<file path="src/rtl/axi_master_pkg.sv">
// ---------------------------------------------------------------------------
// axi_master_pkg
// Shared definitions for the button-driven AXI-style master sequencer:
//   - state_e          : sequencer FSM states
//   - TIMEOUT_CYC_DEFAULT : default per-phase wait limit (cycles)
//   - hs_t / hs_decode : handshake-output bundle and its per-state decode
// ---------------------------------------------------------------------------
package axi_master_pkg;

  localparam int TIMEOUT_CYC_DEFAULT = 255;

  typedef enum logic [2:0] {
    ST_IDLE    = 3'd0,
    ST_RD_ADDR = 3'd1,
    ST_RD_DATA = 3'd2,
    ST_WR_ADDR = 3'd3,
    ST_WR_AW   = 3'd4,
    ST_WR_DATA = 3'd5,
    ST_DONE    = 3'd6,
    ST_ERR     = 3'd7
  } state_e;

  typedef struct packed {
    logic arvalid;
    logic rready;
    logic awvalid;
    logic wvalid;
  } hs_t;

  // Handshake levels driven while sitting in a given state. The write path
  // reuses the read-address channel to hand the target address to the slave.
  function automatic hs_t hs_decode(state_e s);
    hs_t h;
    h = '0;
    case (s)
      ST_RD_ADDR: h.arvalid = 1'b1;
      ST_RD_DATA: begin
        h.arvalid = 1'b1;
        h.rready  = 1'b1;
      end
      ST_WR_ADDR: h.arvalid = 1'b1;
      ST_WR_AW:   h.awvalid = 1'b1;
      ST_WR_DATA: begin
        h.awvalid = 1'b1;
        h.wvalid  = 1'b1;
      end
      default:    h = '0;
    endcase
    return h;
  endfunction

endpackage

</file>
<file path="src/rtl/btn_sync_edge.sv">
// ---------------------------------------------------------------------------
// btn_sync_edge
// Two-flop synchronizer followed by a rising-edge detector for a raw,
// asynchronous push button.
// Ports:
//   clk     in  system clock
//   reset   in  asynchronous active-high reset
//   btn_i   in  raw button level
//   rise_o  out one-cycle pulse; high in the cycle after the button has been
//               seen high at two consecutive edges, so a consumer registering
//               on it acts at the 3rd edge after the first high sample
// ---------------------------------------------------------------------------
module btn_sync_edge (
  input  logic clk,
  input  logic reset,
  input  logic btn_i,
  output logic rise_o
);

  logic sync1_q;
  logic sync2_q;
  logic prev_q;

  always_ff @(posedge clk or posedge reset) begin
    if (reset) begin
      sync1_q <= 1'b0;
      sync2_q <= 1'b0;
      prev_q  <= 1'b0;
    end else begin
      sync1_q <= btn_i;
      sync2_q <= sync1_q;
      prev_q  <= sync2_q;
    end
  end

  assign rise_o = sync2_q & ~prev_q;

endmodule

</file>
<file path="src/rtl/axi_master_seq.sv">
// ---------------------------------------------------------------------------
// axi_master_seq
// Button-triggered master that performs a single read (memory[sw_addr] shown
// by the slave) or a copy-write (memory[sw_data] -> memory[sw_addr]) over a
// simple valid/ready slave interface, with a per-phase timeout.
// Ports:
//   clk, reset              clock / asynchronous active-high reset
//   btn_rd, btn_wr          raw request buttons (asynchronous)
//   sw_addr, sw_data        target address / write source index
//   ms_arvalid, SWM_arADDR  address channel (also used to load write target)
//   sm_arready              address accepted
//   ms_rready, sm_rvalid    read data handshake
//   ms_awvalid, sm_awready  write-address handshake
//   ms_wvalid, SWM_wdata    write-data valid and source index
//   sm_wready               write complete
//   busy                    FSM not idle
//   done                    one-cycle success pulse
//   err                     sticky timeout flag, cleared on next acceptance
// All outputs are flops; handshake outputs are decoded from the next state
// so they change in the same cycle the state does.
// ---------------------------------------------------------------------------
module axi_master_seq
  import axi_master_pkg::*;
#(
  parameter int TIMEOUT_CYC = TIMEOUT_CYC_DEFAULT
) (
  input  logic       clk,
  input  logic       reset,
  input  logic       btn_rd,
  input  logic       btn_wr,
  input  logic [3:0] sw_addr,
  input  logic [3:0] sw_data,
  output logic       ms_arvalid,
  output logic [3:0] SWM_arADDR,
  input  logic       sm_arready,
  output logic       ms_rready,
  input  logic       sm_rvalid,
  output logic       ms_awvalid,
  input  logic       sm_awready,
  output logic       ms_wvalid,
  output logic [3:0] SWM_wdata,
  input  logic       sm_wready,
  output logic       busy,
  output logic       done,
  output logic       err
);

  // Phase counter value seen in the last allowed cycle of a phase: a phase
  // therefore lasts at most TIMEOUT_CYC cycles before falling into ERR.
  localparam logic [7:0] CNT_LAST = 8'(TIMEOUT_CYC - 1);

  logic   rd_rise;
  logic   wr_rise;

  state_e     state_q, state_d;
  logic [7:0] cnt_q, cnt_d;
  logic [3:0] addr_q, addr_d;
  logic [3:0] data_q, data_d;
  logic       err_q, err_d;
  hs_t        hs_q, hs_d;
  logic       busy_q, done_q;

  btn_sync_edge u_sync_rd (
    .clk    (clk),
    .reset  (reset),
    .btn_i  (btn_rd),
    .rise_o (rd_rise)
  );

  btn_sync_edge u_sync_wr (
    .clk    (clk),
    .reset  (reset),
    .btn_i  (btn_wr),
    .rise_o (wr_rise)
  );

  always_comb begin
    state_d = state_q;
    cnt_d   = 8'd0;
    addr_d  = addr_q;
    data_d  = data_q;
    err_d   = err_q;

    case (state_q)
      ST_IDLE: begin
        // Read wins over a simultaneous write; edges outside IDLE are lost.
        if (rd_rise || wr_rise) begin
          state_d = rd_rise ? ST_RD_ADDR : ST_WR_ADDR;
          addr_d  = sw_addr;
          data_d  = sw_data;
          err_d   = 1'b0;
        end
      end
      ST_RD_ADDR: begin
        cnt_d = cnt_q + 8'd1;
        if (sm_arready)             state_d = ST_RD_DATA;
        else if (cnt_q == CNT_LAST) state_d = ST_ERR;
      end
      ST_RD_DATA: begin
        cnt_d = cnt_q + 8'd1;
        if (sm_rvalid)              state_d = ST_DONE;
        else if (cnt_q == CNT_LAST) state_d = ST_ERR;
      end
      ST_WR_ADDR: begin
        cnt_d = cnt_q + 8'd1;
        if (sm_arready)             state_d = ST_WR_AW;
        else if (cnt_q == CNT_LAST) state_d = ST_ERR;
      end
      ST_WR_AW: begin
        cnt_d = cnt_q + 8'd1;
        if (sm_awready)             state_d = ST_WR_DATA;
        else if (cnt_q == CNT_LAST) state_d = ST_ERR;
      end
      ST_WR_DATA: begin
        cnt_d = cnt_q + 8'd1;
        if (sm_wready)              state_d = ST_DONE;
        else if (cnt_q == CNT_LAST) state_d = ST_ERR;
      end
      ST_DONE: state_d = ST_IDLE;
      ST_ERR:  state_d = ST_IDLE;
      default: state_d = ST_IDLE;
    endcase

    // Every state entry restarts the phase count.
    if (state_d != state_q) cnt_d = 8'd0;
    if (state_d == ST_ERR)  err_d = 1'b1;

    hs_d = hs_decode(state_d);
  end

  always_ff @(posedge clk or posedge reset) begin
    if (reset) begin
      state_q <= ST_IDLE;
      cnt_q   <= 8'd0;
      addr_q  <= 4'd0;
      data_q  <= 4'd0;
      err_q   <= 1'b0;
      hs_q    <= '0;
      busy_q  <= 1'b0;
      done_q  <= 1'b0;
    end else begin
      state_q <= state_d;
      cnt_q   <= cnt_d;
      addr_q  <= addr_d;
      data_q  <= data_d;
      err_q   <= err_d;
      hs_q    <= hs_d;
      busy_q  <= (state_d != ST_IDLE);
      done_q  <= (state_d == ST_DONE);
    end
  end

  assign ms_arvalid = hs_q.arvalid;
  assign ms_rready  = hs_q.rready;
  assign ms_awvalid = hs_q.awvalid;
  assign ms_wvalid  = hs_q.wvalid;
  assign SWM_arADDR = addr_q;
  assign SWM_wdata  = data_q;
  assign busy       = busy_q;
  assign done       = done_q;
  assign err        = err_q;

endmodule

</file>
<file path="config.mk">
export PLATFORM = sky130hd
export DESIGN_NAME = axi_master_seq
export DESIGN_NICKNAME = d
export VERILOG_FILES = /design/src/rtl/axi_master_pkg.sv /design/src/rtl/btn_sync_edge.sv /design/src/rtl/axi_master_seq.sv
export SDC_FILE = /design/constraint.sdc
export NUM_CORES = 1
export LEC_CHECK = 0
export BUFFER_PORTS_ARGS = -buffer_cell sky130_fd_sc_hd__buf_2
export CAP_MARGIN = 20
export CORE_ASPECT_RATIO = 1.25
export CORE_MARGIN = 2
export CORE_UTILIZATION = 50
export CTS_CLUSTER_SIZE = 8
export DETAILED_ROUTE_END_ITERATION = 8
export PLACE_DENSITY = 0.75
export SLEW_MARGIN = 20
export SYNTH_ARGS = -nofsm -noshare
export SYNTH_HDL_FRONTEND = slang
export SYNTH_SLANG_ARGS = --single-unit
</file>
<file path="constraint.sdc">
create_clock -name clk -period 2.3 [get_ports clk]
set_input_delay 0.23 -clock clk [delete_from_list [all_inputs] [get_ports clk]]
set_output_delay 0.23 -clock clk [all_outputs]
set_load 0.005 [all_outputs]
</file>
### Word-level counts from Yosys, hierarchy flattened

Index checks and enable logic that the tools add are counted.

| cells by class | value |
|---|---|
| add/sub/neg operators | 1 |
| eq/ne operators | 16 |
| mux-type cells | 18 |
| bitwise gates (word level) | 4 |
| reduce and logical (&&, ||, !) cells | 11 |

Operator list:

| operator | number |
|---|---|
| 3-bit == test (second input constant) | 8 |
| 3-bit two-way mux | 7 |
| 3-bit case mux with 7 select lines | 1 |
| 8-bit two-way mux | 2 |
| 3-bit by 2-bit == test with 1-bit output (second input constant) | 4 |
| 8-bit by 1-bit adder with 8-bit output (second input constant) | 1 |
| 8-bit == test (second input constant) | 1 |
| 1-bit two-way mux | 7 |
| 3-bit by 1-bit == test with 1-bit output (second input constant) | 2 |
| 5-bit OR reduction | 1 |
| 2-bit AND reduction | 2 |
| 2-bit nonzero test | 2 |
| 2-bit OR reduction | 2 |
| 3-bit logical NOT | 1 |
| 3-bit != test | 1 |
| 3-bit nonzero test | 1 |
| 3-bit OR reduction | 1 |
| 1-bit AND | 2 |
| 2-bit two-way mux | 1 |
| 1-bit inverter | 2 |
| 1-bit logical OR | 1 |

| storage, ports and cells | value |
|---|---|
| register bits | 32 |
| input bits | 16 |
| output and inout bits | 15 |
| word-level logic and storage cells | 67 |

### Depth between registers and ports, before layout

| depth | value |
|---|---|
| word-level depth | 8 |
| mapped depth | 7 |
| depth with buffers taken out | 7 |

### Cells and area by module

A second synthesis with hierarchy kept.

| unflattened totals | value |
|---|---|
| cells, all modules | 125 |
| area, all modules | 1579.0 um^2 |

Modules (own cells, without submodules):

| module | instances | cells each | area each (um^2) | sequential area each (um^2) |
|---|---|---|---|---|
| axi_master_seq | 1 | 115 | 1393.8 | 650.6 |
| btn_sync_edge | 2 | 5 | 92.6 | 75.1 |

### Worst setup path before layout

Ideal clock, no wire load.

| path | value |
|---|---|
| kind | register to register |
| from | register u_sync_wr.prev_q |
| to | register addr_q[0], in the netlist SWM_arADDR[0] |
| library setup time | 0.125 ns |
| data arrival time | 1.522 ns |
| required time | 2.175 ns |
| path slack | 0.653 ns |
| cell stages (with the launch flop) | 4 |
| path buffers | 0 |
| clock period less this slack | 1.647 ns |
| cell sequence | dfrtp_1 > nand2b_1 > a2111oi_4 > mux2_2 |

| between the ends | value |
|---|---|
| word-level cells in the longest chain between the ends | 4 |

Ends and longest elaborated chain:

| element | line | text |
|---|---|---|
| from (decl) | btn_sync_edge.sv:22 | `logic prev_q;` |
| from (signal assigned) | btn_sync_edge.sv:32 | `prev_q <= sync2_q;` |
| 1-bit inverter | btn_sync_edge.sv:36 | `assign rise_o = sync2_q & ~prev_q;` |
| 1-bit AND | btn_sync_edge.sv:36 |  |
| 1-bit logical OR | axi_master_seq.sv:87 | `if (rd_rise \|\| wr_rise) begin` |
| 2-bit AND reduction (no source line) | - |  |
| to (signal assigned) | axi_master_seq.sv:144 | `addr_q <= addr_d;` |
| to (decl) | axi_master_seq.sv:57 | `logic [3:0] addr_q, addr_d;` |

Every way passes these cells.
A chain may end at the register's enable or synchronous reset.

### Final worst setup path

| path | value |
|---|---|
| from | register u_sync_rd.prev_q |
| to | register data_q[2], in the netlist SWM_wdata[2] |

| between the ends | value |
|---|---|
| word-level cells in the longest chain between the ends | 4 |

Ends and longest elaborated chain:

| element | line | text |
|---|---|---|
| from (decl) | btn_sync_edge.sv:22 |  |
| from (signal assigned) | btn_sync_edge.sv:32 |  |
| 1-bit inverter | btn_sync_edge.sv:36 |  |
| 1-bit AND | btn_sync_edge.sv:36 |  |
| 1-bit logical OR | axi_master_seq.sv:87 |  |
| 2-bit AND reduction (no source line) | - |  |
| to (signal assigned) | axi_master_seq.sv:145 | `data_q <= data_d;` |
| to (decl) | axi_master_seq.sv:58 | `logic [3:0] data_q, data_d;` |

Every way passes these cells.

==> metrics.yaml <==
timing:
  setup_viol: 0
  max_freq_ghz: 0.5350
  whs_ps: 129.8
  timing.setup.tns_ps: 0
  maxSlewViolCount: 0
  rsz0062_at_grt: "false"
  finalClockSkew_ps: 7.241
  tightest_slew_ps: 799.9
  fin_crit_sh: 0.8126
  slew_headroom: 0.4667
  period_minus_slack_ps: 1869
  hold_viol_final: 0
run_status:
  status: "finished clean"
setup_path:
  critPathMaxFanout: 10
  cp_data_required_time_ps: 2520
  crit_chain: "nand2b_1 > a2111oi_4 > mux2_2"
  cp.depth: 3
  setup.worst_path.end: "SWM_wdata[2]$_DFFE_PP0P_"
  arrival_ps: 2090
  max_stage_delay_ps: 760
  critPathSlowestCell: "a2111oi_4"
  crit_family: "compound AO/OA/AOI/OAI gates"
  rr_startpoint: "u_sync_rd.prev_q$_DFF_PP0_"
  regToRegSetupSlack_ps: 430
  r2r-end: "SWM_wdata[2]$_DFFE_PP0P_"
  path_class: "flip-flop to flip-flop"
  worstRegToRegCells: 3
  cp-start-kind: "flip-flop"
  critPathBufInv: 0
  crit_start: "u_sync_rd.prev_q$_DFF_PP0_"
  worst_setup_path_end_kind: "flip-flop"
synthesis:
  ys_seq_area_frac: 0.5761
  synth-xor-area-share: 0.03780
  ys_ff_latch: 32
  synth_nets: 137
  ys_warn_count: 0
  syn_inst: 119
  synth_mux_area_frac: 0.07291
  synth_top_family_by_area: "simple AND/OR/NAND/NOR gates"
  avgSynthCellArea_sq_um: 11.68
  yosysUniqueCellTypes: 31
  synth_compound_area_frac: 0.1188
  syn_area_sq_um: 1390
  yosys.area_share.adder: 0.01800
  synthSimpleGateAreaFrac: 0.1386
detailed_routing:
  drt_iter0_drc: 32
  wl_per_cell_microns: 13.40
  first_pass_iters: 4
  finalWirelength_microns: 2573
  via_per_inst: 5.245
  drc: 0
  antenna_left: 0
  vias: 1007
floorplan:
  io_pins: 31
  core_area_sq_um: 2654
  rows: 21
  die_area_sq_um: 3221
  chipWidth_microns: 51.16
  fp.dieH_microns: 62.95
  start_util: 0.5238
final_layout:
  mostFrequentLayoutCells: "dfrtp_1, buf_2, nor2_1"
  n_antenna_cell: 0
  regArea_sq_um: 800.8
  final_common_cell: "dfrtp_1"
  fillers: 216
  multiInputGateArea_sq_um: 536.8
  areaGrowthSynthToFinish_pct: 20.97
  finalNetCount: 175
  fin_area_sq_um: 1682
  drive_above_1_share: 0.3291
clock_tree:
  htree_levels: 2
  cts_buffer_depth: 2
  clock_latency_ps: 330
  cts_tree: "built"
  cts-root-buf: "clkbuf_4"
  clk_pin_slew_ps: 90
  cts_inserted_buffers: 5
  clock-sinks: 32
worst_hold_path:
  holdCritPathClass: "input port to flip-flop"
global_routing:
  antenna_found_initial: 0
  grt_max_degree: 33
  grt.overflow.total: 0
  grt_pass1_vias: 1053
  grtUsageTotal: 0.1936
  grt_pass1_wl_microns: 4491
run:
  maxCapViolCount: 0
placement:
  routabilityCongestion: 0.7926
  port_buffers: 30
  postPlaceCellArea_sq_um: 1575
  hpwl_microns: 1857
pwr:
  p_per_area_nw_per_um2: 1197
  peakVddDrop_v: 0.0006993
  p_leak_nw: 0.8231
[kinds of logic (layout without fill, tap and decap cells)]
group / after synthesis / in the layout
fa+ha+maj: 2 / 2
buf+inv: 13 / 52
simple gates: 40 / 40
mux: 9 / 9
compound gates: 17 / 17
xor+xnor: 6 / 6
flops: 32 / 32
[through the flow]
stage	std cells	setup WS (ps)	util	total power, W
2_1_floorplan	119	652.8	-	0.001383
3_3_place_gp	181	498.5	0.5936	0.001581
3_5_place_dp	181	419.5	0.5936	0.001617
4_1_cts	192	416.3	0.6337	0.002031
5_1_grt	192	268.4	0.6337	0.002158
6_report	192	431.0	0.6337	0.002013
[Yosys cell counts, drive strengths merged]
cell,number,area share
a21boi,1,0.0054
mux2,9,0.073
a2111oi,2,0.040
ha,2,0.018
nand3b,1,0.0054
o221ai,1,0.0063
o21ai,1,0.0036
a21oi,4,0.014
and2,1,0.0045
buf,3,0.011
or2,1,0.0045
xor2,3,0.019
a31oi,1,0.0090
o32ai,1,0.0063
nand4,1,0.0045
o211ai,1,0.0054
nand3,5,0.018
xnor2,3,0.019
o2111ai,1,0.0063
nor3,2,0.0072
inv,10,0.027
dfrtp,32,0.58
nand2,3,0.0081
a21o,1,0.0054
o311ai,1,0.0063
and3,5,0.023
nand2b,4,0.018
o22a,1,0.0063
nor2,17,0.046
o22ai,1,0.0045
[worst min path at each step]
| stage | depth (start not counted) | end | start |
|---|---|---|---|
| CTS | 2 | SWM_arADDR[0]$_DFFE_PP0P_ | sw_addr[0] |
| finish | 2 | SWM_arADDR[1]$_DFFE_PP0P_ | sw_addr[1] |
| detailed placement | 3 | SWM_wdata[3]$_DFFE_PP0P_ | reset |
| global placement | 3 | cnt_q[6]$_DFF_PP0_ | reset |
| floorplan | 0 | u_sync_rd.sync1_q$_DFF_PP0_ | btn_rd |
| global route | 2 | SWM_arADDR[0]$_DFFE_PP0P_ | sw_addr[0] |
[worst reg2reg max path, stage by stage, from the launching register on]
cell and delay [ps]:
dfrtp_1 360, nand2b_1 220, a2111oi_4 760, mux2_2 420
[flip-flops by register name, indices dropped and copies added (netlist names)]
signal	flops
cnt_q	8
SWM_arADDR	4
SWM_wdata	4
state_q	3
busy	1
done	1
err	1
ms_arvalid	1
ms_awvalid	1
ms_rready	1
ms_wvalid	1
u_sync_rd.prev_q	1
u_sync_rd.sync1_q	1
u_sync_rd.sync2_q	1
u_sync_wr.prev_q	1
u_sync_wr.sync1_q	1
u_sync_wr.sync2_q	1
[per-layer routing]
layer | up-vias | wire (microns) | global-route usage
met3 | 6 | 122 | 0.05742
met5 | - | 0 | 0
li1 | 487 | - | -
met4 | 0 | 58 | 0.1014
met1 | 483 | 1027 | 0.2048
met2 | 31 | 1364 | 0.3360
[power breakdown]
group | internal, W | leakage [nW] | switching [W] | total [W]
Clock | 0.000228 | 0.0422 | 0.000183 | 0.000411
Combinational | 0.000350 | 0.381 | 0.000360 | 0.000710
Sequential | 0.000736 | 0.400 | 0.000155 | 0.000892
[final cells by class]
cell class              count  share of cell area
clock buffers               6             0.02455
clock inverters             2             0.02083
inverters                  10             0.02232
multi-input cells          74              0.3192
flip-flops and latches     32              0.4762
well taps                  34             0.02530
repair buffers             34              0.1116
[timing repair]
item,4_1_cts,5_1_grt
buffers inserted,0,0
hold endpoints to repair,34,0
hold buffers,3,0
setup endpoints to repair,0,0
resized for setup,0,0
(Power assumes the default switching activity.)
